<file path="src/rtl/intr_ctrl.sv">
// intr_ctrl: three-source fixed-priority interrupt controller (SCTRL > DMA > EPU) for the CPU CSR block.
// Define INTR_CTRL_EDGE_EN for edge-detected sticky pending bits; the default build is level-sensitive.

`ifndef INT_ID_BITS
`define INT_ID_BITS 2
`endif
`ifndef INT_DMA
`define INT_DMA 2'd1
`endif
`ifndef INT_EPU
`define INT_EPU 2'd2
`endif
`ifndef INT_SCTRL
`define INT_SCTRL 2'd3
`endif

module intr_ctrl #(
  parameter int ACK_TIMEOUT = 255,
  parameter int CNT_BITS    = 8
) (
  input  logic                    clk,
  input  logic                    rst,
  input  logic [2:0]              src_i,
  input  logic                    cfg_we_i,
  input  logic [2:0]              cfg_wdata_i,
  input  logic                    ack_i,
  input  logic                    mret_i,
  output logic                    int_taken_o,
  output logic [`INT_ID_BITS-1:0] int_id_o,
  output logic [2:0]              en_o
);

  typedef enum logic [1:0] {S_IDLE, S_REQ, S_SERVICE} state_t;

  localparam logic [CNT_BITS-1:0] LP_CNT_LAST = CNT_BITS'(ACK_TIMEOUT - 1);

  state_t                  r_state;
  logic [2:0]              r_en;
  logic [`INT_ID_BITS-1:0] r_sel;
  logic [CNT_BITS-1:0]     r_cnt;
  logic                    r_intTaken;

  logic [2:0]              w_pend;
  logic [2:0]              w_req;
  logic [2:0]              w_enNext;
  logic [2:0]              w_selBit;
  logic [`INT_ID_BITS-1:0] w_winId;
  logic                    w_timeout;

`ifdef INTR_CTRL_EDGE_EN
  // Edge mode: one sampling stage; a pend bit is cleared only by an ack of its own source,
  // and a new rising edge in the same cycle keeps it set.
  logic [2:0] r_src;
  logic [2:0] r_pend;
  logic [2:0] w_clr;

  assign w_clr = (r_state == S_REQ && ack_i) ? w_selBit : 3'b000;

  always_ff @(posedge clk or posedge rst) begin
    if (rst) begin
      r_src  <= 3'b000;
      r_pend <= 3'b000;
    end else begin
      r_src  <= src_i;
      r_pend <= (r_pend & ~w_clr) | (src_i & ~r_src);
    end
  end

  assign w_pend = r_pend;
`else
  assign w_pend = src_i;
`endif

  assign w_req    = w_pend & r_en;
  assign w_enNext = cfg_we_i ? cfg_wdata_i : r_en;

  always_comb begin
    w_winId = `INT_EPU;
    if (w_req[2])
      w_winId = `INT_SCTRL;
    else if (w_req[0])
      w_winId = `INT_DMA;
  end

  always_comb begin
    w_selBit = 3'b100;
    if (r_sel == `INT_DMA)
      w_selBit = 3'b001;
    else if (r_sel == `INT_EPU)
      w_selBit = 3'b010;
  end

  assign w_timeout = (ACK_TIMEOUT != 0) && (r_cnt == LP_CNT_LAST);

  // A withdraw looks at the enable value being written this cycle so the request drops right
  // after the cfg write; an ack in the same cycle still takes precedence.
  always_ff @(posedge clk or posedge rst) begin
    if (rst) begin
      r_state    <= S_IDLE;
      r_en       <= 3'b111;
      r_sel      <= `INT_SCTRL;
      r_cnt      <= '0;
      r_intTaken <= 1'b0;
    end else begin
      if (cfg_we_i)
        r_en <= cfg_wdata_i;
      case (r_state)
        S_IDLE: begin
          if (|w_req) begin
            r_sel      <= w_winId;
            r_cnt      <= '0;
            r_intTaken <= 1'b1;
            r_state    <= S_REQ;
          end
        end
        S_REQ: begin
          if (ack_i) begin
            r_intTaken <= 1'b0;
            r_state    <= S_SERVICE;
          end else if (!(|(w_enNext & w_selBit)) || w_timeout) begin
            r_intTaken <= 1'b0;
            r_state    <= S_IDLE;
          end else begin
            r_cnt <= r_cnt + 1'b1;
          end
        end
        S_SERVICE: begin
          if (mret_i)
            r_state <= S_IDLE;
        end
        default: begin
          r_intTaken <= 1'b0;
          r_state    <= S_IDLE;
        end
      endcase
    end
  end

  assign int_taken_o = r_intTaken;
  assign int_id_o    = r_sel;
  assign en_o        = r_en;

endmodule

</file>
<file path="config.mk">
export PLATFORM = sky130hd
export DESIGN_NAME = intr_ctrl
export DESIGN_NICKNAME = d
export VERILOG_FILES = /design/src/rtl/intr_ctrl.sv
export SDC_FILE = /design/constraint.sdc
export NUM_CORES = 1
export LEC_CHECK = 0
export BUFFER_PORTS_ARGS = -buffer_cell sky130_fd_sc_hd__buf_2
export CAP_MARGIN = 20
export CORE_MARGIN = 2
export CORE_UTILIZATION = 30
export CTS_CLUSTER_SIZE = 8
export DETAILED_ROUTE_END_ITERATION = 16
export PLACE_DENSITY_LB_ADDON = 0.05
export SETUP_SLACK_MARGIN = 0.02
export SLEW_MARGIN = 25
export SYNTH_ARGS = -nofsm -noshare
export SYNTH_HDL_FRONTEND = slang
export SYNTH_SLANG_ARGS = --single-unit
</file>
<file path="constraint.sdc">
create_clock -name clk -period 2 [get_ports clk]
set_input_delay 0.2 -clock clk [delete_from_list [all_inputs] [get_ports clk]]
set_output_delay 0.2 -clock clk [all_outputs]
set_load 0.01 [all_outputs]
</file>
# Yosys cells after proc, flatten, opt, wreduce, memory -nomap -nowiden

Index checks and enable logic that the tools add are counted.
Widths: inputs -> output; s select.

Add/subtract/negate cells: 1
Equality and inequality tests: 10
Mux-type cells: 18
Bitwise operators: 3
Reductions and logical operators: 10

Operator list:

| operator            | number |
|---|---|
| $mux 8              | 3 |
| $pmux 8 s2          | 1 |
| $mux 2              | 6 |
| $mux 3              | 3 |
| $add 8x1->8 const B | 1 |
| $eq 8x8->1 const B  | 1 |
| $ne 2x2->1 const B  | 4 |
| $and 3x3->3         | 2 |
| $pmux 2 s3          | 1 |
| $reduce_and 3->1    | 2 |
| $reduce_or 3->1     | 2 |
| $eq 2x1->1 const B  | 2 |
| $eq 2x2->1 const B  | 2 |
| $reduce_and 4->1    | 1 |
| $mux 1              | 3 |
| $ne 3x3->1 const B  | 1 |
| $pmux 1 s3          | 1 |
| $logic_not 2->1     | 1 |
| $reduce_and 2->1    | 1 |
| $reduce_bool 2->1   | 1 |
| $logic_not 1->1     | 1 |
| $logic_or 1x1->1    | 1 |
| $not 1->1           | 1 |

Register bits: 16
Output and inout bits: 6
Word-level logic and storage cells: 47

# Longest topological paths before layout

Gate-level depths: netlist (run 1).

Word-level depth: 10
Gate-level depth with buffers: 6
Gate-level depth less buffers: 6

# Worst setup path after synthesis (run 1)

Ideal clock, no wire load.

Path type: register to register
Start point: register r_sel[0] (netlist: int_id_o[0])
End point: register r_cnt[2]
Setup time: 0.142 ns
Data arrival time: 1.517 ns
Required time: 1.858 ns
Setup slack: 0.341 ns
Stages on the path, launching flop included: 7
Path buffers: 0
Period minus slack after synthesis: 1.659 ns
Cell sequence: dfstp_2 > inv_1 > ha_1 > nand2_1 > nand4_1 > nor3b_2 > a31oi_1

Word-level cells in the longest chain between the ends: 9
Elaborated cells on any way between the ends: 10
Those cells by class: eq/ne: 3; mux: 2; bitwise: 1; reduce/logical: 4

Ends and longest elaborated chain:

| what                         | RTL line | text |
|---|---|---|
| start: declaration           | 39       | `` logic [`INT_ID_BITS-1:0] r_sel; `` |
| start signal: assignment     | 101      | `` r_sel <= `INT_SCTRL; `` |
| start signal: assignment     | 110      | `r_sel <= w_winId;` |
| $eq 2x2->1 (no line)         | -        |  |
| $mux 3                       | 89       | `` else if (r_sel == `INT_EPU) `` |
| $mux 3 *                     | 87       | `` if (r_sel == `INT_DMA) `` |
| $and 3x3->3 *                | 120      | `end else if (!(\|(w_enNext & w_selBit)) \|\| w_timeout) begin` |
| $reduce_or 3->1 *            | 120      |  |
| $logic_not 1->1 *            | 120      |  |
| $logic_or 1x1->1 *           | 120      |  |
| $ne 2x2->1 (no line) *       | -        |  |
| $reduce_and 4->1 (no line) * | -        |  |
| end signal: assignment       | 124      | `r_cnt <= r_cnt + 1'b1;` |
| end: declaration             | 40       | `logic [CNT_BITS-1:0] r_cnt;` |

Mark *: on every way between the ends. The rest lies on a longest branch, timed or not.
A chain may end at the register's enable or synchronous reset.

# Worst setup path in the final report (run 1)

Start point: register r_sel[0] (netlist: int_id_o[0])
End point: register r_cnt[4]

The elaborated chain is that of the path after synthesis.

==> summary.md, run 1 <==
| Metric | Value |
|---|---|
| Worst path arrival time | 1950 ps |
| Hold depth | 2 |
| Share of flip-flops with an asynchronous set or reset | 1.00 |
| CTS tree | built |
| Syn avg cell area | around 10 um2 |
| Slowest cell on crit path | dfstp_2 |
| WP buf/inv | 2 |
| Area delta synth->final | 19.9% |
| Beginning of the worst hold path | src_i[0] |
| Vias/cell | around 5.2 |
| Worst reg2reg setup slack | 260 ps |
| Max VDD drop | 522 uV |
| Post-synthesis sequential area ratio | 0.466 |
| Clock transition at the registers of the reported paths | approximately 110 ps |
| Crit share post-route | 0.870 |
| Mapped Cells | 86 |
| Layout cells sized above 1 | 0.312 |
| Mapped Area | 872 um2 |
| Area of the die | 3350 um2 |
| Total power | 1220 uW |
| Syn Nets | 101 |
| Bufs on Longest Clock Path | 2 |
| DR WL/cell | between 10 and 15 um |
| Main flop type after synthesis | dfrtp_1 |
| Chip width | 57.9 um |
| GRT Total Usage | 0.135 |
| CTS root buffer | clkbuf_4 |
| Crit. End Element | register |
| Post-synth cell types | 30 |
| First-pass GRT wire length | 3370 um |
| Die Y | 57.9 um |
| Final ANT Viol Nets | 0 |
| GPL Wtd Cong | 0.772 |
| Leading area contributor after synthesis | dfrtp_1 |
| Dpl hpwl | 1460 um |
| CP Data Required Time | between 2000 and 2500 ps |
| Outcome | complete, no violations |
| Setup TNS | 0 ps |
| Worst-margin pin slew | 628 ps |
| Pwr Density | 1170 nW/um2 |
| CTS Buf Count | 3 |
| Top delay family on crit path | flip-flops |
| Antenna violations before repair | 0 |
| Final core utilization | 0.379 |
| CP max stage delay | 560 ps |
| Slew margin rel. | 0.581 |
| Setup-failing EPs final | 0 |
| PortBufs | 16 |
| Crit-path cells | inv_1 -> ha_1 -> nand2_1 -> nand4_1 -> nor3b_2 -> buf_4 -> a31oi_1 |
| H-tree depth | 1 |
| #FFs+latches synth | 16 |
| Top Ports | 17 |
| CP Max Fanout | 9 |
| Total Wirelength | 1990 um |
| GRT Residual Overflow | 0 |
| Tmin final | 1740 ps |
| Worst-Skew Late Latency | 300 ps |
| Worst r2r path cells | 7 |
| TritonRoute pass-1 iters | 4 |
| Core box area | 2760 um2 |
| Critical R2R Launch | int_id_o[0] |
| Type of the worst min-delay path | primary input to register |
| RSZ-0062 raised after global routing | no |
| Detailed Route Iter0 Violations | 43 |
| Top post-synthesis cells by area | dfrtp_1 (32%), dfstp_2 (15%), ha_1 (5.7%) |
| Final slew viol count | 0 |
| Crit path launch | int_id_o[0] |
| Final net count | about 130 |
| Core Rows | 19 |
| CP Launch Type | register |
| Largest net degree at the start of global routing | 17 |
| Leakage power figure | 0.000486 uW |
| Clock Skew | 12.4 ps |
| Filler cells | 296 |
| Number of post-CTS setup repair buffers | 0 |
| Total clock sinks | 16 |
| Synth Warn # | 0 |
| Post-synth EDFFs | 0 |
| Final Hold Violating Endpoints | 0 |
| Top post-synthesis cells by count | dfrtp_1 (11), inv_1 (8), a21oi_1 (7), nand2_1 (7), nor2_1 (7) |
| WS Path Type | register to register |
| N_diodes | 0 |
| Max-cap violations | 0 |
| Most common cell in the netlist | dfrtp_1 |
| Starting Density | 0.316 |
| Hold endpoint | int_id_o[1] |
| Vias | approximately 730 |
| Post-route DRC | 0 |
| R2R Path End | r_cnt[4] |
| Fmax | 575 MHz |
| Post-CTS sizing | 0 |
| Synth top area share | 0.316 |
| Vias in the first global route | ~740 |
==> sequential cells by signal, indices dropped and copies added, names as in the netlist <==
| register | cells |
|---|---|
| r_cnt | 8 |
| en_o | 3 |
| int_id_o | 2 |
| r_state | 2 |
| int_taken_o | 1 |
==> report_power, final <==
part / switching (uW) / leakage, uW / internal, uW
registers: 90.2 / 0.000200 / 439
clock network: 110 / 0.0000150 / 77.6
logic: 288 / 0.000270 / 218
total: 488 / 0.000486 / 735
==> timing repair <==
item,4_1_cts,5_1_grt
hold buffers,1,0
endpoints found under the setup margin,0,0
hold endpoints to repair,6,0
==> cell type report <==
cell class / count / area, um2 / share of cell area
Timing Repair Buffer: 20 / 113 / 0.108
Multi-Input combinational cell: 61 / 432 / 0.413
Clock buffer: 4 / 26.3 / 0.0251
Inverter: 8 / 30.0 / 0.0287
Sequential cell: 16 / 407 / 0.389
Tap cell: 31 / 38.8 / 0.0371
==> cell usage in the layout, fill, tap and decap left out, types with 2 or more instances in the layout <==
master	count
buf_2	16
dfrtp_1	11
inv_1	8
nor2_1	7
a21oi_1	7
nand2_1	7
dfstp_2	5
a31oi_1	4
ha_1	4
mux2_2	3
and3_1	3
o21ai_0	3
nand2b_1	3
clkbuf_4	3
buf_4	3
a41oi_1	2
nand3_1	2
nor3_1	2
==> cell families (layout without fill, tap and decap cells) <==
group | count (synthesis) | count (layout) | share of synthesized area
flip-flops | 16 | 16 | 0.466
buffers and inverters | 9 | 32 | 0.0387
adder cells (fa/ha/maj) | 4 | 4 | 0.0574
AO/OA/AOI/OAI | 23 | 23 | 0.201
AND/OR/NAND/NOR | 30 | 30 | 0.187
multiplexers | 4 | 4 | 0.0502
==> through the flow <==
step,area (um2),hold WS [ps],worst slack (ps),std cells
CTS,1050,100,247,140
floorplan,872,110,341,86
detailed placement,1010,322,284,135
global route,1050,105,142,140
global placement,1010,318,295,135
finish,1050,104,260,140
==> worst register-to-register path: stages (launching register included) <==
cell and delay, ps:
dfstp_2 560, inv_1 60, ha_1 280, nand2_1 110
nand4_1 130, nor3b_2 170, buf_4 160, a31oi_1 180
==> metal layers <==
metal | up-vias | routed length [um] | global-route usage
li1 | 362 | - | -
met1 | 352 | 926 | 0.171
met2 | 15 | 962 | 0.222
met3 | 4 | 84 | 0.0268
met4 | 0 | 19 | 0.0598
met5 | - | 0 | 0
==> how the worst max path moves through the flow <==
stage | end | cells after the start
after floorplan | r_cnt[2] | 6
after global placement | r_cnt[2] | 7
after detailed placement | r_cnt[4] | 7
after CTS | r_cnt[4] | 7
after global routing | r_cnt[1] | 7
final | r_cnt[4] | 7
No activity file was read; power rests on OpenSTA's default activity.
==> run 2, diff against run 1 <==
--- a/config.mk
+++ b/config.mk
@@ -5,6 +5,7 @@
 export SDC_FILE = /design/constraint.sdc
 export NUM_CORES = 1
 export LEC_CHECK = 0
+export ABC_AREA = 1
 export BUFFER_PORTS_ARGS = -buffer_cell sky130_fd_sc_hd__buf_2
 export CAP_MARGIN = 20
 export CORE_MARGIN = 2
==> summary.md, run 2 <==
| Metric | Value |
|---|---|
| Most common cell after layout, fill and taps aside | nand2_1 (was buf_2) |
| Top post-synthesis cells by area | dfrtp_1 (29%), nand2_1 (15%), dfstp_2 (14%) (was dfrtp_1 (32%), dfstp_2 (15%), ha_1 (5.7%)) |
| Chip width | 60.2 um (was 57.9 um) |
| Synth Warn # | 0 (unchanged) |
| Die Y | 60.2 um (was 57.9 um) |
| Layout cells sized above 1 | 0.218 (was 0.312) |
| Synth top area share | 0.291 (was 0.316) |
| Final net count | 158 (was 125) |
| XOR/XNOR share of the synthesized area | 0.0185 (was 0) |
| Total Wirelength | 2090 um (was 1990 um) |
| Max VDD drop | 406 uV (was 522 uV) |
| Share of flip-flops with an asynchronous set or reset | 1.00 (unchanged) |
| Syn Nets | 138 (was 101) |
| Crit. End Element | register (unchanged) |
| Simple-gate area share of the yosys netlist | 0.371 (was 0.187) |
| CTS tree | built (unchanged) |
| Pwr Density | 1040 nW/um2 (was 1170 nW/um2) |
| Post-synth EDFFs | 0 (unchanged) |
| Slowest cell on crit path | dfstp_2 (unchanged) |
| Area of the die | 3620 um2 (was 3350 um2) |
| Worst r2r path cells | 8 (was 7) |
| CTS Buf Count | 3 (unchanged) |
| CP Data Required Time | 2190 ps (was 2210 ps) |
| Pre-CTS WS | 435 ps (was 284 ps) |
| Setup-failing EPs final | 0 (unchanged) |
| Final Hold Violating Endpoints | 11 (was 0) |
| Hold Buf Count CTS | 0 (was 1) |
| Vias | 820 (was 733) |
| GRT Total Usage | 0.132 (was 0.135) |
| Top delay family on crit path | simple AND/OR/NAND/NOR gates (was flip-flops) |
| Worst-Skew Late Latency | 300 ps (about the same) |
| Fmax | 640 MHz (was 575 MHz) |
| Final core utilization | 0.362 (was 0.379) |
| Max-cap violations | 0 (unchanged) |
| Post-synthesis sequential area ratio | 0.429 (was 0.466) |
| Outcome | complete, but fails checks (was complete, no violations) |
| WS Path Type | register to register (unchanged) |
| DR WL/cell | 11.2 um (was 14.2 um) |
| Crit-path cells | inv_1 -> ha_1 -> nand3_1 -> nand3_1 -> nand3_4 -> nand2_4 -> nand2_1 -> nand2_1 (was inv_1 -> ha_1 -> nand2_1 -> nand4_1 -> nor3b_2 -> buf_4 -> a31oi_1) |
| Core Rows | 20 (was 19) |
| Final slew viol count | 0 (unchanged) |
| Failing checks | negative hold slack |
| Slew margin rel. | 0.568 (was 0.581) |
| Detailed Route Iter0 Violations | 21 (was 43) |
| Bufs on Longest Clock Path | 2 (unchanged) |
| Mapped Cells | 123 (was 86) |
| Tmin final | 1560 ps (was 1740 ps) |
| Levels on crit path | 8 (was 7) |
| Top post-synthesis cells by count | nand2_1 (38), inv_1 (14), nand3_1 (14), nor2_1 (14), dfrtp_1 (11) (was dfrtp_1 (11), inv_1 (8), a21oi_1 (7), nand2_1 (7), nor2_1 (7)) |
| Worst path arrival time | 1760 ps (was 1950 ps) |
| Mapped Area | 947 um2 (was 872 um2) |
| CP Launch Type | register (unchanged) |
| Number of post-CTS setup repair buffers | 0 (unchanged) |
| Post-route DRC | 0 (unchanged) |
| Leakage power figure | 0.000582 uW (was 0.000486 uW) |
| Most common cell in the netlist | nand2_1 (was dfrtp_1) |
| Setup WS post-layout | 438 ps (was 260 ps) |
| Multiplexer share of the synthesized area | 0 (was 0.0502) |
| CP max stage delay | 550 ps (was 560 ps) |
| Area delta synth->final | 15.9% (was 19.9%) |
| Setup TNS | 0 ps (unchanged) |
| #FFs+latches synth | 16 (unchanged) |
| Starting Density | 0.313 (was 0.316) |
| Clock Skew | 8.42 ps (was 12.4 ps) |
| Type of the worst min-delay path | primary input to async pin (was primary input to register) |
| Final instance area | 1100 um2 (was 1050 um2) |
| Post-CTS sizing | 0 (unchanged) |
| Post-synth cell types | 23 (was 30) |
| Synth Area in Adders | 0.0528 (was 0.0574) |
| PortBufs | 16 (unchanged) |
| Worst Hold Slack | -32.8 ps (was 104 ps) |
| GRT Residual Overflow | 0 (unchanged) |
| Worst-margin pin slew | 647 ps (was 628 ps) |
| H-tree depth | 1 (unchanged) |
| Largest family of logic cells by synthesized area | simple AND/OR/NAND/NOR gates (was compound AO/OA/AOI/OAI gates) |
| Leading area contributor after synthesis | dfrtp_1 (unchanged) |
| Filler cells | 331 (was 296) |
| Main flop type after synthesis | dfrtp_1 (unchanged) |
| Largest register FFs | 8 (unchanged) |
| CTS root buffer | clkbuf_4 (unchanged) |
| N_diodes | 0 (unchanged) |
| Total clock sinks | 16 (unchanged) |
| Complex-gate fraction of the synthesized area | 0.0489 (was 0.201) |
| Syn avg cell area | 7.70 um2 (was 10.1 um2) |
| WP buf/inv | 1 (was 2) |
| Largest net degree at the start of global routing | 17 (unchanged) |
| Clock transition at the registers of the reported paths | 110 ps (about the same) |
| Vias/cell | 4.41 (was 5.24) |
| Vias in the first global route | 722 (was 736) |
| TritonRoute pass-1 iters | 4 (unchanged) |
| Dpl hpwl | 1560 um (was 1460 um) |
| Top Ports | 17 (unchanged) |
| GPL Wtd Cong | 0.745 (was 0.772) |
| DP Area | 1070 um2 (was 1010 um2) |
| Core box area | 3030 um2 (was 2760 um2) |
| RSZ-0062 raised after global routing | no (unchanged) |
| Antenna violations before repair | 0 (unchanged) |
| Commonest non-fill, non-tap cells in the layout | nand2_1 (38), buf_2 (16), inv_1 (14), nand3_1 (14), nor2_1 (14) (was buf_2 (16), dfrtp_1 (11), inv_1 (8)) |
| Crit share post-route | 0.781 (was 0.870) |
| Final ANT Viol Nets | 0 (unchanged) |
| First-pass GRT wire length | 3460 um (was 3370 um) |
| Largest register by flop count | r_cnt (unchanged) |
| CP Max Fanout | 10 (was 9) |
## run 2: changes by cell type after synthesis, sizes merged, moves of 3 or more
cell    previous run  this run
a21oi              7         2
nand2              7        40
a31oi              4         0
nand2b             3         0
and3               3         0
mux2               3         0
inv                8        17
and2               0         3
nand3              2        15
nor2               7        15
## run 2: logic make-up after synthesis
kind of cell	after synthesis
adder cells (fa/ha/maj)	4
buffers and inverters	18
AO/OA/AOI/OAI	8
AND/OR/NAND/NOR	75
flip-flops	16
XOR/XNOR	2
## run 2: final timing paths
kind / endpoint / startpoint / slack, ps
setup / recovery: r_cnt[7] / int_id_o[0] / 440
hold / removal: r_cnt[0] / rst / -30
setup reg to reg: r_cnt[7] / int_id_o[0] / 440
hold reg to reg: int_taken_o / r_state[0] / 490
max in group asynchronous: int_taken_o / rst / 1610
min in group clk: r_state[1] / mret_i / 80
## run 2: layout make-up
type	count	area (um2)	area share
tap	44	55.1	0.0502
inverter	17	63.8	0.0582
clock buffer	4	26.3	0.0239
sequential	16	407	0.371
multi-input combinational	89	465	0.424
timing repair buffer	16	80.1	0.0730
## run 2: worst register-to-register path, cell delays in order, from the launching register on
cell	delay, ps
dfstp_2	550
inv_1	50
ha_1	280
nand3_1	80
nand3_1	120
nand3_4	150
nand2_4	110
nand2_1	80
nand2_1	40
## run 2: report_power, final
part           switching [uW]  internal, uW
Combinational             317           160
Sequential               58.5           413
Clock                     116          77.7
Total                     492           651
## run 2: routing by layer
metal | wire length [um] | global-route usage
met5 | 0 | 0
met2 | 965 | 0.203
met1 | 1010 | 0.178
met3 | 68 | 0.0216
met4 | 41 | 0.0667
## run 2: per-stage QoR
step           instances  power [uW]
2_1_floorplan        123         835
3_3_place_gp         182         961
3_5_place_dp         182         967
4_1_cts              186        1160
5_1_grt              186        1250
6_report             186        1140
==> run 3, diff against run 2 <==
==> constraint.sdc (replaced) <==
create_clock -name clk -period 1.25 [get_ports clk]
set_input_delay 0.125 -clock clk [delete_from_list [all_inputs] [get_ports clk]]
set_output_delay 0.125 -clock clk [all_outputs]
set_load 0.01 [all_outputs]
==> summary.md, run 3 (synthesis gave the netlist of run 2 again) <==
| Metric | Value |
|---|---|
| Outcome | complete, but fails checks (unchanged) |
| Failing checks | negative setup slack (was negative hold slack) |
| Commonest non-fill, non-tap cells in the layout | nand2_1 (30), buf_2 (14), buf_4 (14), inv_1 (13), nor2_1 (13) (was nand2_1 (38), buf_2 (16), inv_1 (14), nand3_1 (14), nor2_1 (14)) |
| Slew margin rel. | 0.821 (was 0.568) |
| Largest register FFs | 8 (unchanged) |
| Worst Hold Slack | 77.3 ps (was -32.8 ps) |
| Crit path launch | int_id_o[0] (unchanged) |
| Vias in the first global route | 922 (was 722) |
| GRT Residual Overflow | 0 (unchanged) |
| Placed insts | 197 (was 182) |
| Layout cells sized above 1 | 0.421 (was 0.218) |
| Final Hold Violating Endpoints | 0 (was 11) |
| Tmin final | 1460 ps (was 1560 ps) |
| Max VDD drop | 856 uV (was 406 uV) |
| Vias/cell | 4.23 (was 4.41) |
| Die Y | 60.2 um (unchanged) |
| Total clock sinks | 16 (unchanged) |
| Total Wirelength | 2350 um (was 2090 um) |
| Most common cell after layout, fill and taps aside | nand2_1 (unchanged) |
| Top Ports | 17 (unchanged) |
| WS Path Type | register to register (unchanged) |
| Setup WS post-layout | -211 ps (was 438 ps) |
| CTS tree | built (unchanged) |
| CP max stage delay | 570 ps (was 550 ps) |
| R2R Path End | r_cnt[4] (was r_cnt[7]) |
| CP Data Required Time | 1490 ps (was 2190 ps) |
| Critical R2R Launch | int_id_o[0] (unchanged) |
| Worst-margin pin slew | 269 ps (was 647 ps) |
| Vias | 879 (was 820) |
| Setup-failing EPs final | 10 (was 0) |
| Chip width | 60.2 um (unchanged) |
| PortBufs | 16 (unchanged) |
| Total power | 2400 uW (was 1140 uW) |
| CTS Buf Count | 3 (unchanged) |
| Fmax | 684 MHz (was 640 MHz) |
| Starting Density | 0.313 (unchanged) |
| Antenna violations before repair | 0 (unchanged) |
| Crit share post-route | 1.17 (was 0.781) |
| CP Max Fanout | 6 (was 10) |
| TritonRoute pass-1 iters | 3 (was 4) |
| Slowest cell on crit path | dfstp_2 (unchanged) |
| DP Area | 1220 um2 (was 1070 um2) |
| Detailed Route Iter0 Violations | 37 (was 21) |
| Hold endpoint | int_id_o[1] |
| CP Launch Type | register (unchanged) |
| Worst r2r path cells | 8 (unchanged) |
| Core Rows | 20 (unchanged) |
| Beginning of the worst hold path | src_i[0] |
| Crit. End Element | register (unchanged) |
| Final net count | 180 (was 158) |
| Largest net degree at the start of global routing | 17 (unchanged) |
| Bufs on Longest Clock Path | 2 (unchanged) |
| Type of the worst min-delay path | primary input to register (was primary input to async pin) |
| Post-route DRC | 0 (unchanged) |
| Clock Skew | 14.7 ps (was 8.42 ps) |
| Leakage power figure | 0.000723 uW (was 0.000582 uW) |
| Core box area | 3030 um2 (unchanged) |
| Area of the die | 3620 um2 (unchanged) |
| Hold depth | 2 |
| Non-Filler Instances | 208 (was 186) |
| Final ANT Viol Nets | 0 (unchanged) |
| Final instance area | 1410 um2 (was 1100 um2) |
| H-tree depth | 1 (unchanged) |
| Max-cap violations | 0 (unchanged) |
| Worst reg2reg setup slack | -210 ps (was 440 ps) |
| Area delta synth->final | 48.6% (was 15.9%) |
| Most frequent CP cell | nand3_4 |
| First-pass GRT wire length | 4170 um (was 3460 um) |
| GRT Total Usage | 0.158 (was 0.132) |
| Final slew viol count | 0 (unchanged) |
| Largest register by flop count | r_cnt (unchanged) |
| RSZ-0062 raised after global routing | yes (was no) |
| Filler cells | 326 (was 331) |
| Pwr Density | 1710 nW/um2 (was 1040 nW/um2) |
| DR WL/cell | 11.3 um (was 11.2 um) |
| CTS root buffer | clkbuf_4 (unchanged) |
| Crit-path cells | inv_2 -> ha_4 -> nand3_4 -> nand3_4 -> nand3_4 -> nand2_4 -> nand2_2 -> nand2_1 (was inv_1 -> ha_1 -> nand3_1 -> nand3_1 -> nand3_4 -> nand2_4 -> nand2_1 -> nand2_1) |
| Clock transition at the registers of the reported paths | 100 ps (was 110 ps) |
| Worst path arrival time | 1700 ps (was 1760 ps) |
| Worst-Skew Late Latency | 290 ps (was 300 ps) |
| N_diodes | 0 (unchanged) |
| GPL Wtd Cong | 0.762 (was 0.745) |
| Dpl hpwl | 1660 um (was 1560 um) |
## run 3: cell types whose count changed in the layout (fill, tap and decap cells not counted), moves of 3 or more
cell	change
nand2_4	+3
nand2_1	-8
buf_6	+5
buf_4	+14
nand2_2	+6
nand3_1	-5
nand3_2	+4
## run 3: worst max-delay path by stage
stage	endpoint	slack, ps	cells past startpoint
after floorplan	r_cnt[3]	-150	8
after global placement	r_cnt[6]	-220	8
after detailed placement	r_cnt[5]	-250	8
after CTS	r_cnt[1]	-210	8
after global routing	r_cnt[3]	-300	8
final	r_cnt[4]	-210	8
## run 3: cell type report
type,instances,area (um2),share of cell area
Clock buffer,4,26.3,0.0187
Multi-Input combinational cell,91,582,0.413
Inverter,17,66.3,0.0471
Timing Repair Buffer,36,272,0.193
Sequential cell,16,407,0.289
Tap cell,44,55.1,0.0391
## run 3: per-stage QoR
step | setup slack, ps | TNS [ps] | util
3_3_place_gp | -223 | -1850 | 0.403
2_1_floorplan | -147 | -1270 | -
5_1_grt | -303 | -2740 | 0.465
6_report | -211 | -1940 | 0.465
4_1_cts | -213 | -1940 | 0.440
3_5_place_dp | -245 | -2130 | 0.403
## run 3: where the power goes
| group | leakage (uW) | internal, uW | switching [uW] |
|---|---|---|---|
| clock network | 0.0000150 | 124 | 164 |
| logic | 0.000507 | 630 | 731 |
| registers | 0.000201 | 661 | 89.8 |
## run 3: timing repair
action,CTS,global route
resized for setup,11,13
setup endpoints to repair,12,12
gates cloned,2,0
hold endpoints to repair,11,1
hold buffers,1,1
buffers inserted,1,2
pin swaps,3,3
## run 3: critical path, delay by kind of cell (launching register included)
family / cells / cell delay [ps]
DFF: 1 / 570
and+or+nand+nor: 6 / 520
adders and majority gates: 1 / 260
buffers and inverters: 1 / 50
## run 3: metal layers
metal,track usage,routed length (um)
met2,0.247,1110
met1,0.213,1160
met5,0,0
met3,0.0455,61
met4,0.0381,19
